`src/rtl/uart_tx_fifo_if.sv`:
```
// Write-side handshake and status/serial-line bundle for uart_tx_fifo.
interface uart_tx_fifo_if #(
  parameter int unsigned FIFO_LOG2 = 4
);
  logic               wr_en;
  logic [7:0]         wr_data;
  logic               full;
  logic               empty;
  logic [FIFO_LOG2:0] count;
  logic               overflow;
  logic               busy;
  logic               txd;

  modport master (
    output wr_en, wr_data,
    input  full, empty, count, overflow, busy, txd
  );

  modport slave (
    input  wr_en, wr_data,
    output full, empty, count, overflow, busy, txd
  );
endinterface

```
`src/rtl/uart_tx_fifo.sv`:
```
// Byte FIFO feeding an 8N1 UART transmitter; frames run back-to-back while
// the FIFO holds data.
module uart_tx_fifo #(
  parameter int unsigned CLKS_PER_BIT = 868,
  parameter int unsigned FIFO_LOG2    = 4
) (
  input  logic           clk,
  input  logic           rst,
  uart_tx_fifo_if.slave  bus
);
  localparam int unsigned DEPTH  = 1 << FIFO_LOG2;
  localparam int unsigned CW     = FIFO_LOG2 + 1;
  localparam int unsigned BAUD_W = 16;
  localparam logic [BAUD_W-1:0] BIT_RELOAD = BAUD_W'(CLKS_PER_BIT - 1);
  localparam logic [CW-1:0]     DEPTH_CNT  = CW'(DEPTH);

  typedef enum logic [1:0] {IDLE, START, DATA, STOP} state_e;

  state_e                 state_q, state_d;
  logic [BAUD_W-1:0]      baud_q, baud_d;
  logic [2:0]             bit_idx_q, bit_idx_d;
  logic [7:0]             shift_q, shift_d;
  logic                   txd_q, txd_d;
  logic                   busy_q, busy_d;
  logic [FIFO_LOG2-1:0]   wr_ptr_q, wr_ptr_d;
  logic [FIFO_LOG2-1:0]   rd_ptr_q, rd_ptr_d;
  logic [CW-1:0]          count_q, count_d;
  logic                   full_q, full_d;
  logic                   empty_q, empty_d;
  logic                   overflow_q, overflow_d;
  logic [7:0]             mem [DEPTH];

  logic                   push;
  logic                   pop;
  logic                   bit_done;
  logic [7:0]             head;

  assign push     = bus.wr_en && !full_q;
  assign bit_done = (baud_q == '0);
  assign head     = mem[rd_ptr_q];

  // Next-state for transmitter FSM and FIFO bookkeeping.
  always_comb begin
    state_d    = state_q;
    baud_d     = baud_q;
    bit_idx_d  = bit_idx_q;
    shift_d    = shift_q;
    txd_d      = txd_q;
    pop        = 1'b0;

    unique case (state_q)
      IDLE: begin
        if (!empty_q) begin
          pop     = 1'b1;
          state_d = START;
          shift_d = head;
          txd_d   = 1'b0;
          baud_d  = BIT_RELOAD;
        end
      end
      START: begin
        if (bit_done) begin
          state_d   = DATA;
          txd_d     = shift_q[0];
          shift_d   = {1'b0, shift_q[7:1]};
          bit_idx_d = 3'd0;
          baud_d    = BIT_RELOAD;
        end else begin
          baud_d = baud_q - BAUD_W'(1);
        end
      end
      DATA: begin
        if (bit_done) begin
          baud_d = BIT_RELOAD;
          if (bit_idx_q == 3'd7) begin
            state_d = STOP;
            txd_d   = 1'b1;
          end else begin
            txd_d     = shift_q[0];
            shift_d   = {1'b0, shift_q[7:1]};
            bit_idx_d = bit_idx_q + 3'd1;
          end
        end else begin
          baud_d = baud_q - BAUD_W'(1);
        end
      end
      STOP: begin
        if (bit_done) begin
          // Chain straight into the next start bit when data is waiting.
          if (!empty_q) begin
            pop     = 1'b1;
            state_d = START;
            shift_d = head;
            txd_d   = 1'b0;
            baud_d  = BIT_RELOAD;
          end else begin
            state_d = IDLE;
            txd_d   = 1'b1;
          end
        end else begin
          baud_d = baud_q - BAUD_W'(1);
        end
      end
      default: state_d = IDLE;
    endcase

    wr_ptr_d   = push ? wr_ptr_q + FIFO_LOG2'(1) : wr_ptr_q;
    rd_ptr_d   = pop  ? rd_ptr_q + FIFO_LOG2'(1) : rd_ptr_q;
    count_d    = count_q + CW'(push) - CW'(pop);
    full_d     = (count_d == DEPTH_CNT);
    empty_d    = (count_d == '0);
    overflow_d = overflow_q | (bus.wr_en & full_q);
    busy_d     = (state_d != IDLE);
  end

  always_ff @(posedge clk) begin
    if (rst) begin
      state_q    <= IDLE;
      baud_q     <= '0;
      bit_idx_q  <= '0;
      shift_q    <= '0;
      txd_q      <= 1'b1;
      busy_q     <= 1'b0;
      wr_ptr_q   <= '0;
      rd_ptr_q   <= '0;
      count_q    <= '0;
      full_q     <= 1'b0;
      empty_q    <= 1'b1;
      overflow_q <= 1'b0;
    end else begin
      state_q    <= state_d;
      baud_q     <= baud_d;
      bit_idx_q  <= bit_idx_d;
      shift_q    <= shift_d;
      txd_q      <= txd_d;
      busy_q     <= busy_d;
      wr_ptr_q   <= wr_ptr_d;
      rd_ptr_q   <= rd_ptr_d;
      count_q    <= count_d;
      full_q     <= full_d;
      empty_q    <= empty_d;
      overflow_q <= overflow_d;
    end
  end

  // Storage has no reset; pointers and count define validity.
  always_ff @(posedge clk) begin
    if (!rst && push) begin
      mem[wr_ptr_q] <= bus.wr_data;
    end
  end

  assign bus.full     = full_q;
  assign bus.empty    = empty_q;
  assign bus.count    = count_q;
  assign bus.overflow = overflow_q;
  assign bus.busy     = busy_q;
  assign bus.txd      = txd_q;

endmodule

```
`src/flat_wrapper.sv`:
```
// flat-port wrapper written by rule: the top's interface ports become plain ports
module uart_tx_fifo_flat 
#(
  parameter int unsigned CLKS_PER_BIT = 868,
  parameter int unsigned FIFO_LOG2    = 4
)
  (clk, rst, bus_wr_en, bus_wr_data, bus_full, bus_empty, bus_count, bus_overflow, bus_busy, bus_txd);
  uart_tx_fifo_if #(.FIFO_LOG2(FIFO_LOG2)) bus_i ();
  input  logic clk;
  input  logic rst;
  input wire logic [$bits(bus_i.wr_en)-1:0] bus_wr_en;
  input wire logic [$bits(bus_i.wr_data)-1:0] bus_wr_data;
  output wire logic [$bits(bus_i.full)-1:0] bus_full;
  output wire logic [$bits(bus_i.empty)-1:0] bus_empty;
  output wire logic [$bits(bus_i.count)-1:0] bus_count;
  output wire logic [$bits(bus_i.overflow)-1:0] bus_overflow;
  output wire logic [$bits(bus_i.busy)-1:0] bus_busy;
  output wire logic [$bits(bus_i.txd)-1:0] bus_txd;
  assign bus_i.wr_en = bus_wr_en;
  assign bus_i.wr_data = bus_wr_data;
  assign bus_full = bus_i.full;
  assign bus_empty = bus_i.empty;
  assign bus_count = bus_i.count;
  assign bus_overflow = bus_i.overflow;
  assign bus_busy = bus_i.busy;
  assign bus_txd = bus_i.txd;
  uart_tx_fifo #(.CLKS_PER_BIT(CLKS_PER_BIT), .FIFO_LOG2(FIFO_LOG2)) u_core (.clk(clk), .rst(rst), .bus(bus_i));
endmodule
```
`config.mk`:
```
export PLATFORM = sky130hd
export DESIGN_NAME = uart_tx_fifo_flat
export DESIGN_NICKNAME = d
export VERILOG_FILES = /design/src/rtl/uart_tx_fifo_if.sv /design/src/rtl/uart_tx_fifo.sv /design/src/flat_wrapper.sv
export SDC_FILE = /design/constraint.sdc
export NUM_CORES = 1
export LEC_CHECK = 0
export ABC_AREA = 1
export CORE_MARGIN = 3
export CORE_UTILIZATION = 30
export DETAILED_ROUTE_END_ITERATION = 7
export GPL_TIMING_DRIVEN = 1
export PLACE_DENSITY_LB_ADDON = 0.25
export SLEW_MARGIN = 20
export SYNTH_ARGS = -nofsm -noshare
export SYNTH_HDL_FRONTEND = slang
export SYNTH_SLANG_ARGS = --single-unit
export TNS_END_PERCENT = 50
```
`constraint.sdc`:
```
create_clock -name clk -period 2.6 [get_ports clk]
set_input_delay 0.52 -clock clk [delete_from_list [all_inputs] [get_ports clk]]
set_output_delay 0.52 -clock clk [all_outputs]
set_load 0.05 [all_outputs]
```
==> results of run 1 <==
==> flip-flops by register name (all words and copies together) (netlist names), 2 cells and up, named ones only <==
register	cells
u_core.baud_q	16
u_core.bit_idx_q	3
u_core.bus.count	5
u_core.mem	128
u_core.rd_ptr_q	4
u_core.shift_q	8
u_core.state_q	2
u_core.wr_ptr_q	4
==> logic make-up (layout without fill, tap and decap cells) <==
family          after synthesis  count (layout)  share of synthesized area [%]
xor+xnor                     11              11                           1.17
simple gates                490             490                           25.2
fa+ha+maj                    20              20                           3.13
flops                       179             179                           59.1
compound gates               66              66                           4.40
buf+inv                     145             237                           7.00
==> cell usage after synthesis, types with 2 or more instances <==
cell type,number,area [um2]
nand2_1,264,991
edfxtp_1,128,3840
nand3_1,111,556
inv_1,106,398
nor2_1,79,297
dfxtp_1,51,1020
a21oi_1,41,205
clkbuf_1,19,71.3
ha_1,19,238
o21ai_0,15,75.1
nand4_1,12,75.1
buf_2,10,50.1
nor3_1,8,40.0
xor2_1,8,70.1
nor2_2,6,37.5
o211ai_1,4,30.0
clkinv_1,3,11.3
nand2_2,3,18.8
xnor2_1,3,26.3
a31oi_1,2,12.5
and3_1,2,12.5
buf_1,2,7.51
buf_6,2,22.5
nor2_4,2,22.5
==> placed cells by master, fill, tap and decap left out, drive strengths merged, types with 2 or more instances in the layout <==
master,count
ha,19
inv,116
buf,74
o211ai,4
nand3,112
clkbuf,18
clkinv,7
a21oi,41
bufinv,2
xnor2,3
and3,2
nor3,8
dfxtp,51
o21ai,17
xor2,8
a31oi,2
clkdlybuf4s50,20
nand4,12
nor2,87
edfxtp,128
nand2,267
==> worst max-delay path, delay by kind of cell (launching register included) <==
family,cells,cell delay (ns)
adder cells (fa/ha/maj),4,0.73
XOR/XNOR,1,0.14
AO/OA/AOI/OAI,2,0.35
flip-flops,1,0.33
buffers and inverters,3,0.18
AND/OR/NAND/NOR,8,0.72
==> how the worst max path moves through the flow <==
stage	from	end	slack (ns)	cells after the start
final	u_core.baud_q[0]	u_core.bus.full	0.05	18
after global routing	u_core.baud_q[0]	u_core.bus.full	-0.12	18
after CTS	u_core.baud_q[1]	u_core.bus.full	0.01	18
after detailed placement	u_core.baud_q[1]	u_core.bus.full	0.02	18
after global placement	u_core.baud_q[1]	u_core.bus.full	0.04	18
after floorplan	u_core.baud_q[1]	u_core.bus.full	-0.02	19
==> repair_timing <==
item	CTS	global route
buffers inserted	1	11
endpoints found under the hold margin	0	0
pin swaps	2	15
endpoints found under the setup margin	1	3
gates resized for setup	0	7
==> routing by layer <==
metal / share of wire, % / routed length (um) / global-route usage, % / vias up
met5: 0 / 0 / 0 / -
met4: 1.5 / 299 / 3.99 / 0
met3: 3.0 / 610 / 2.55 / 19
met2: 49 / 10000 / 24.1 / 83
met1: 46 / 9480 / 19.2 / 2905
li1: - / - / - / 3142
==> layout make-up <==
class                   count  area [um2]  area share [%]
clock buffers              18         429            4.31
repair buffers             94         768            7.72
well taps                 341         427            4.29
flip-flops and latches    179        4870            49.0
clock inverters            14         165            1.66
inverters                 111         422            4.24
multi-input cells         587        2870            28.8
==> per-stage QoR <==
stage / instances / power (W) / hold slack, ns / util, %
6_report: 1344 / 0.00996 / 0.465 / 36.9
5_1_grt: 1344 / 0.0107 / 0.483 / 36.9
4_1_cts: 1333 / 0.00983 / 0.469 / 36.5
3_5_place_dp: 1300 / 0.00720 / 0.458 / 34.3
3_3_place_gp: 1300 / 0.00719 / 0.453 / 34.3
2_1_floorplan: 911 / 0.00610 / 0.441 / -
==> power breakdown <==
group	leakage, nW	internal (W)	total, W	switching (W)
Clock	0.297	0.00145	0.00261	0.00115
Sequential	1.57	0.00332	0.00348	0.000158
Combinational	2.32	0.00144	0.00387	0.00243
==> results_dict.tcl, run 1 <==
set metrics [dict create \
    reg2reg_depth 18 \
    setup_tns_ns 0 \
    drv_slew 0 \
    wl_per_cell_um 15.2 \
    fin_worst_skew_ns 0.0125 \
    final_nets 1021 \
    postCtsHoldBufs 0 \
    tightestPinTransition_ns 0.779 \
    crit_slowest_cell "dfxtp_2" \
    r2r_end "u_core.bus.full" \
    clkTransAtPathRegs_ns 0.06 \
    finalCriticalPeriod_ns 2.55 \
    min_from "u_core.shift_q[1]" \
    seq_area_frac_synth_pct 59.1 \
    cts_buffer_depth 2 \
    endpoint_kind "flip-flop" \
    drc 0 \
    synthArstFlopShare_pct 0 \
    viasPerCell 4.58 \
    grt_pass1_vias 5907 \
    yosys_warnings 0 \
    path_class "flip-flop to flip-flop" \
    relSlewSlack_pct 47.9 \
    antenna_cells 0 \
    status "finished, final reports clean" \
    via_count 6149 \
    syn_area_per_cell_um2 9.04 \
    rsz0062_at_grt "true" \
    grt_pass1_wl_um 32600 \
    worstHoldEndpoint "u_core.shift_q[1]" \
    drt-initial-drc-count 453 \
    gp_congestion 0.815 \
    final_hold_viol_count 0 \
    rows 60 \
    synth-edff-count 128 \
    grt_max_degree 68 \
    holdCritPathClass "flip-flop to flip-flop" \
    required_ns 2.92 \
    grt-ovfl-total 0 \
    synth_seq_cells 179 \
    worstReg2RegStart "u_core.baud_q[0]" \
    powerDensity_mw_per_mm2 1000 \
    place_ws_ns 0.0172 \
    fillers 2703 \
    totalWireLength_um 20400 \
    cts_tree "yes" \
    start_util_pct 30.6 \
    cpMostUsedCell "ha_4" \
    numPortBuffers 20 \
    dp_hpwl_um 13200 \
    vdd_drop_max_mv 0.502 \
    core_area_mm2 0.0270 \
    startpoint_type "flip-flop" \
    cts_htree_levels 4 \
    clock_latency_ns 0.44 \
    rrSetupSlack_ns 0.05 \
    drt_first_pass_iters 5 \
    maxCapViolations 0 \
    cts_sinks 179 \
    p_leak_nw 4.19 \
    fmax_ghz 0.393 \
    grt_usage_pct 14.4 \
    root_buffer "clkbuf_16" \
    critical_path.max_stage_delay_ns 0.33 \
    antenna_found_initial 0 \
    drtAntennaViolNets 0 \
    post_dp_cell_area_mm2 0.00923 \
    final_area_mm2 0.00995 \
    path_cells "inv_2, ha_4, nand3_2, nor2_2, nand2_2, o21ai_4, nand3_4, clkinv_4, ha_4, inv_2, ha_4, fa_2, nand2_1, nand2_1, a21oi_2, xnor2_2, nor2_1, and3_1" \
    layout-drive-gt1-share_pct 14.2 \
    final.setup.worst_slack_ns 0.0543 \
    ioPinCount 21 \
    setup_violations 0 \
    fp.dieH_um 172 \
    crit_fanout 2 \
    arrival_ns 2.87 \
    synth_ff_type "edfxtp_1" \
    die_x_um 172 \
    period_share_pct 97.9 \
    min_path_cells 2 \
    dieArea_mm2 0.0295 \
    synth_area_mm2 0.00824 \
    ys_types 35 \
    syn-num-nets 942 \
    syn-instance-count 911 \
    numCtsBuffers 17 \
    syn_to_final_growth_pct 20.8 \
]
No activity file was read; power rests on OpenSTA's default activity.
==> run 2, diff against run 1 <==
--- a/config.mk
+++ b/config.mk
@@ -5,9 +5,8 @@
 export SDC_FILE = /design/constraint.sdc
 export NUM_CORES = 1
 export LEC_CHECK = 0
-export ABC_AREA = 1
 export CORE_MARGIN = 3
-export CORE_UTILIZATION = 30
+export CORE_UTILIZATION = 40
 export DETAILED_ROUTE_END_ITERATION = 7
 export GPL_TIMING_DRIVEN = 1
 export PLACE_DENSITY_LB_ADDON = 0.25
==> run 2 against run 1 <==
The run now ends with negative setup slack left. Synthesized cell count fell by 35%. Critical endpoint unchanged. Largest cell class unchanged. Clock-buffer cell count is 1 lower. Cell area fell by 5.1%. Via count decreased by 16%. Flip-flop and latch count unchanged. Sequential share of layout area is 2.6 points higher. Synthesized area shrank 5.1%. Utilization rose by 13 points. Clock skew is 0.00066 ns lower. Critical path type unchanged.
==> results_dict.tcl, run 2 <==
set metrics [dict create \
    vdd_drop_max_mv 0.541 \
    period_share_pct 105 \
    antenna_cells 0 \
    p_leak_nw 3.25 \
    yosys_warnings 0 \
    crit_family "simple AND/OR/NAND/NOR gates" \
    gp_congestion 0.856 \
    drtAntennaViolNets 0 \
    cp_num_buf_inv 1 \
    yosys.area_share.xor_xnor_pct 1.01 \
    numPortBuffers 20 \
    crit_start "u_core.baud_q[12]" \
    root_buffer "clkbuf_16" \
    crit_slowest_cell "dfxtp_2" \
    dieArea_mm2 0.0213 \
    rrSetupSlack_ns -0.14 \
    cts_tree "yes" \
    reg2reg_depth 13 \
    die_x_um 146 \
    cts_htree_levels 4 \
    core_area_mm2 0.0190 \
    drt-initial-drc-count 381 \
    finalCriticalPeriod_ns 2.74 \
    synth_top_area_share_pct 49.2 \
    clock_latency_ns 0.43 \
    critical_path.max_stage_delay_ns 0.34 \
    ys_top_cells_by_area "edfxtp_1 49%, dfxtp_1 13%, mux4_2 3.5%" \
    holdCritPathClass "flip-flop to flip-flop" \
    fillers 1621 \
    viasPerCell 5.43 \
    grt_pass1_vias 5347 \
    fp.dieH_um 146 \
    reg_top3 "u_core.mem: 128 flops, u_core.baud_q: 16 flops, u_core.shift_q: 8 flops" \
    startpoint_type "flip-flop" \
    synth_top_family_by_area "compound AO/OA/AOI/OAI gates" \
    cts_sinks 179 \
    post_dp_cell_area_mm2 0.00879 \
    seq_area_frac_synth_pct 62.2 \
    grt_max_degree 30 \
    syn_area_per_cell_um2 13.3 \
    via_count 5152 \
    yosys.area.top_type "edfxtp_1" \
    antenna_found_initial 0 \
    path_class "flip-flop to flip-flop" \
    top_register "u_core.mem" \
    drt_first_pass_iters 5 \
    final_cell_count_no_fill 949 \
    crit_fanout 2 \
    yosys.area_share.adder_pct 3.30 \
    clkTransAtPathRegs_ns 0.07 \
    grt-ovfl-total 0 \
    maxCapViolations 0 \
    final_nets 707 \
    synth-compound-area-share_pct 12.2 \
    layout-drive-gt1-share_pct 24.1 \
    final_cell_mix "128 x edfxtp_1, 70 x buf_4, 55 x nor2_1, 48 x dfxtp_1, 34 x nand2_1" \
    synthArstFlopShare_pct 0 \
    r2r_end "u_core.bus.full" \
    ys_types 70 \
    final_hold_viol_count 0 \
    grt_usage_pct 17.4 \
    syn-instance-count 589 \
    numCtsBuffers 17 \
    final.setup.worst_slack_ns -0.143 \
    yosysMostFrequentCell "edfxtp_1" \
    rows 50 \
    arrival_ns 3.07 \
    cpMostUsedCell "ha_4" \
    violations "negative setup slack" \
    worstReg2RegStart "u_core.baud_q[12]" \
    synth_area_mm2 0.00782 \
    place_inst 911 \
    synth.mux.area_fraction_pct 8.55 \
    synth_ff_type "edfxtp_1" \
    rsz0062_at_grt "true" \
    wl_per_cell_um 19.1 \
    start_util_pct 41.2 \
    totalWireLength_um 18100 \
    setup_violations 3 \
    cts_buffer_depth 2 \
    largest_reg_flops 128 \
    syn-num-nets 620 \
    synth_seq_cells 179 \
    synth-edff-count 128 \
    fmax_ghz 0.365 \
    final_area_mm2 0.00944 \
    relSlewSlack_pct 53.3 \
    fin_worst_skew_ns 0.0119 \
    grt_pass1_wl_um 29000 \
    dp_hpwl_um 12500 \
    tightestPinTransition_ns 0.698 \
    path_cells "nor4_4, and4b_2, a31oi_4, nor3_4, ha_4, inv_2, ha_4, fa_2, a21o_1, a21oi_2, xnor2_1, nor2_1, and2_1" \
    yosys.area_share.simple_pct 10.0 \
    status "finished, violations left" \
    endpoint_kind "flip-flop" \
    required_ns 2.93 \
    final_common_cell "edfxtp_1" \
    path_depth 13 \
    cp-endpoint "u_core.bus.full" \
    ioPinCount 21 \
    yosys-top-cells-count "128 x edfxtp_1, 55 x nor2_1, 51 x dfxtp_1" \
    drc 0 \
    syn_to_final_growth_pct 20.8 \
    drv_slew 0 \
    powerDensity_mw_per_mm2 993 \
    setup_tns_ns -0.295 \
]
-- run 2: final cells by class --
type	instances	area (um2)	share of cell area [%]
Sequential cell	179	4870	51.6
Multi-Input combinational cell	362	2830	29.9
Timing Repair Buffer	94	788	8.35
Clock buffer	17	425	4.51
Tap cell	260	325	3.45
Clock inverter	15	126	1.34
Inverter	22	82.6	0.875
-- run 2: per-stage QoR --
stage	utilization (%)	hold WS (ns)	setup slack, ns	total power [W]
global placement	46.4	0.453	-0.134	0.00672
CTS	49.4	0.485	-0.102	0.00920
finish	49.8	0.475	-0.143	0.00938
floorplan	-	0.453	-0.192	0.00576
global route	49.8	0.529	-0.277	0.00990
detailed placement	46.4	0.467	-0.170	0.00680
-- run 2: repair_timing --
action	CTS	global route
cloned	0	0
pin swaps	12	6
endpoints found under the setup margin	3	7
hold buffers	0	0
resized for setup	4	9
buffers inserted	1	5
-- run 2: metal layers --
| metal | up-vias | GRT usage (%) | wire length (um) |
|---|---|---|---|
| li1 | 2436 | - | - |
| met1 | 2588 | 22.6 | 8020 |
| met2 | 113 | 30.0 | 9200 |
| met3 | 15 | 3.24 | 706 |
| met4 | 0 | 4.75 | 174 |
| met5 | - | 0 | 0 |
-- run 2: power by group --
part,internal (W),leakage (nW),switching [W]
clock network,0.00125,0.258,0.00114
registers,0.00329,1.57,0.000193
logic,0.00158,1.42,0.00192
total,0.00612,3.25,0.00325
-- run 2: tightest hold or removal path, delay by kind of cell, from the launching register on --
kind	cells	cell delay, ns
AOI/OAI and AO/OA	1	0.04
and+or+nand+nor	1	0.07
DFF	1	0.33
-- run 2: logic make-up (layout without fill, tap and decap cells) --
family,Yosys count,after routing
compound gates,133,133
buf+inv,48,148
flops,179,179
mux,50,50
simple gates,150,150
xor+xnor,9,9
fa+ha+maj,20,20
-- run 2: worst min path at each step --
stage	startpoint	end	cells after the start
floorplan	u_core.bit_idx_q[1]	u_core.bit_idx_q[1]	2
global placement	u_core.bus.overflow	u_core.bus.overflow	2
detailed placement	u_core.bus.overflow	u_core.bus.overflow	2
CTS	u_core.bus.overflow	u_core.bus.overflow	2
global route	u_core.bit_idx_q[2]	u_core.bit_idx_q[2]	2
finish	u_core.bus.overflow	u_core.bus.overflow	2
==> run 3, diff against run 2 <==
--- a/config.mk
+++ b/config.mk
@@ -5,8 +5,9 @@
 export SDC_FILE = /design/constraint.sdc
 export NUM_CORES = 1
 export LEC_CHECK = 0
+export CAP_MARGIN = 40
 export CORE_MARGIN = 3
-export CORE_UTILIZATION = 40
+export CORE_UTILIZATION = 55
 export DETAILED_ROUTE_END_ITERATION = 7
 export GPL_TIMING_DRIVEN = 1
 export PLACE_DENSITY_LB_ADDON = 0.25
==> run 3 against run 2 <==
The run still ends with negative setup slack left. Non-clock buffer count unchanged. Sequential power barely moved. Register-to-register slack gained 0.02 ns. Global-route usage increased by 5.2 points. Largest power group is now registers. Critical path type unchanged. First-iteration DRC count grew 39%. Cell area fell by 2.0%.
==> results_dict.tcl, run 3 (synthesis gave the netlist of run 2 again) <==
set metrics [dict create \
    start_util_pct 57.7 \
    numCtsBuffers 17 \
    drt-initial-drc-count 531 \
    antenna_cells 0 \
    final_common_cell "edfxtp_1" \
    core_area_mm2 0.0136 \
    violations "negative setup slack" \
    tightestPinTransition_ns 0.611 \
    relSlewSlack_pct 59.2 \
    crit_start "u_core.baud_q[12]" \
    layout-drive-gt1-share_pct 23.6 \
    drc 0 \
    arrival_ns 3.04 \
    cts_htree_levels 4 \
    fmax_ghz 0.367 \
    clock_latency_ns 0.43 \
    vdd_drop_max_mv 0.571 \
    drv_slew 0 \
    grt_pass1_wl_um 27600 \
    postCtsHoldBufs 0 \
    totalWireLength_um 17300 \
    grt-ovfl-total 0 \
    fin_worst_skew_ns 0.00898 \
    drtAntennaViolNets 0 \
    dp_hpwl_um 12100 \
    status "finished, violations left" \
    final.setup.worst_slack_ns -0.125 \
    gp_congestion 0.885 \
    reg_top3 "u_core.mem: 128 flops, u_core.baud_q: 16 flops, u_core.shift_q: 8 flops" \
    wl_per_cell_um 20.0 \
    powerDensity_mw_per_mm2 990 \
    ioPinCount 21 \
    final_cell_count_no_fill 863 \
    place_inst 828 \
    cts_tree "yes" \
    fp.dieH_um 125 \
    grt_pass1_vias 5271 \
    cts_buffer_depth 2 \
    rows 42 \
    drt_first_pass_iters 5 \
    endpoint_kind "flip-flop" \
    cts_sinks 179 \
    rsz0062_at_grt "true" \
    final_cell_mix "128 x edfxtp_1, 73 x buf_4, 54 x nor2_1, 47 x dfxtp_1, 34 x nand2_1" \
    viasPerCell 6.12 \
    final_hold_viol_count 0 \
    root_buffer "clkbuf_16" \
    syn_to_final_growth_pct 18.4 \
    grt_usage_pct 22.6 \
    via_count 5280 \
    dieArea_mm2 0.0157 \
    fillers 980 \
    required_ns 2.92 \
    antenna_found_initial 0 \
    final_nets 707 \
    crit_fanout 2 \
    p_leak_nw 3.24 \
    die_x_um 125 \
    top_register "u_core.mem" \
    finalCriticalPeriod_ns 2.72 \
    numPortBuffers 20 \
    path_class "flip-flop to flip-flop" \
    setup_tns_ns -0.235 \
    worstReg2RegStart "u_core.baud_q[12]" \
    period_share_pct 105 \
    clkTransAtPathRegs_ns 0.06 \
    maxCapViolations 0 \
    startpoint_type "flip-flop" \
    largest_reg_flops 128 \
    holdCritPathClass "flip-flop to flip-flop" \
    min_from "u_core.bus.overflow" \
    grt_max_degree 38 \
    setup_violations 3 \
]
==> run 3: changes by cell type in the layout (fill, tap and decap cells not counted), moves of 2 or more <==
cell	delta
clkinv_2	+4
buf_4	+3
clkinv_4	-4
buf_6	-2
inv_6	-2
inv_8	-2
ha_1	+2
clkbuf_1	+3
ha_4	-2
==> run 3: stage by stage <==
stage / power, W / hold slack, ns / util, % / instance area [um2] / setup slack [ns]
final: 0.00916 / 0.469 / 68.3 / 9260 / -0.125
after global routing: 0.00964 / 0.512 / 68.3 / 9260 / -0.252
after CTS: 0.00904 / 0.478 / 67.9 / 9210 / -0.181
after detailed placement: 0.00678 / 0.464 / 64.0 / 8680 / -0.248
after global placement: 0.00667 / 0.451 / 64.0 / 8680 / -0.137
after floorplan: 0.00576 / 0.453 / - / 7860 / -0.192
==> run 3: routing by layer <==
layer | part of all wire [%] | up-vias | track usage, %
li1 | - | 2441 | -
met1 | 44 | 2622 | 31.7
met2 | 48 | 190 | 35.5
met3 | 6.0 | 27 | 4.52
met4 | 2.0 | 0 | 8.42
met5 | 0 | - | 0
==> run 3: path summary, 6_finish.rpt <==
path                                       endpoint  slack, ns  cells past startpoint
worst max-delay path                u_core.bus.full      -0.12                     13
worst min-delay path            u_core.bus.overflow       0.47                      2
worst max register to register      u_core.bus.full      -0.12                     13
worst min register to register  u_core.bus.overflow       0.47                      2
==> run 3: where the power goes <==
group          switching [W]  internal, W
Sequential          0.000197      0.00330
Clock                0.00102      0.00120
Combinational        0.00192      0.00154
==> run 3: cell type report <==
class,instances,area [um2],share of cell area (%)
repair buffers,94,768,8.30
flip-flops and latches,179,4870,52.6
clock inverters,10,63.8,0.689
inverters,22,82.6,0.892
multi-input cells,362,2820,30.4
clock buffers,20,437,4.72
well taps,176,220,2.38
==> run 3: repair_timing <==
item	4_1_cts	5_1_grt
gates cloned	0	0
setup endpoints to repair	3	6
resized for setup	4	6
endpoints found under the hold margin	0	0
setup buffers	2	3
pin swaps	11	3
==> run 3: worst max-delay path, stage by stage (launching register included) <==
cell and delay (ns):
dfxtp_2 0.33, nor4_4 0.27, and4b_2 0.32, a31oi_4 0.12, nor3_4 0.14, ha_1 0.16
inv_2 0.05, ha_4 0.15, fa_2 0.34, a21o_1 0.20, a21oi_2 0.18, xnor2_2 0.15
nor2_2 0.06, and2_1 0.14
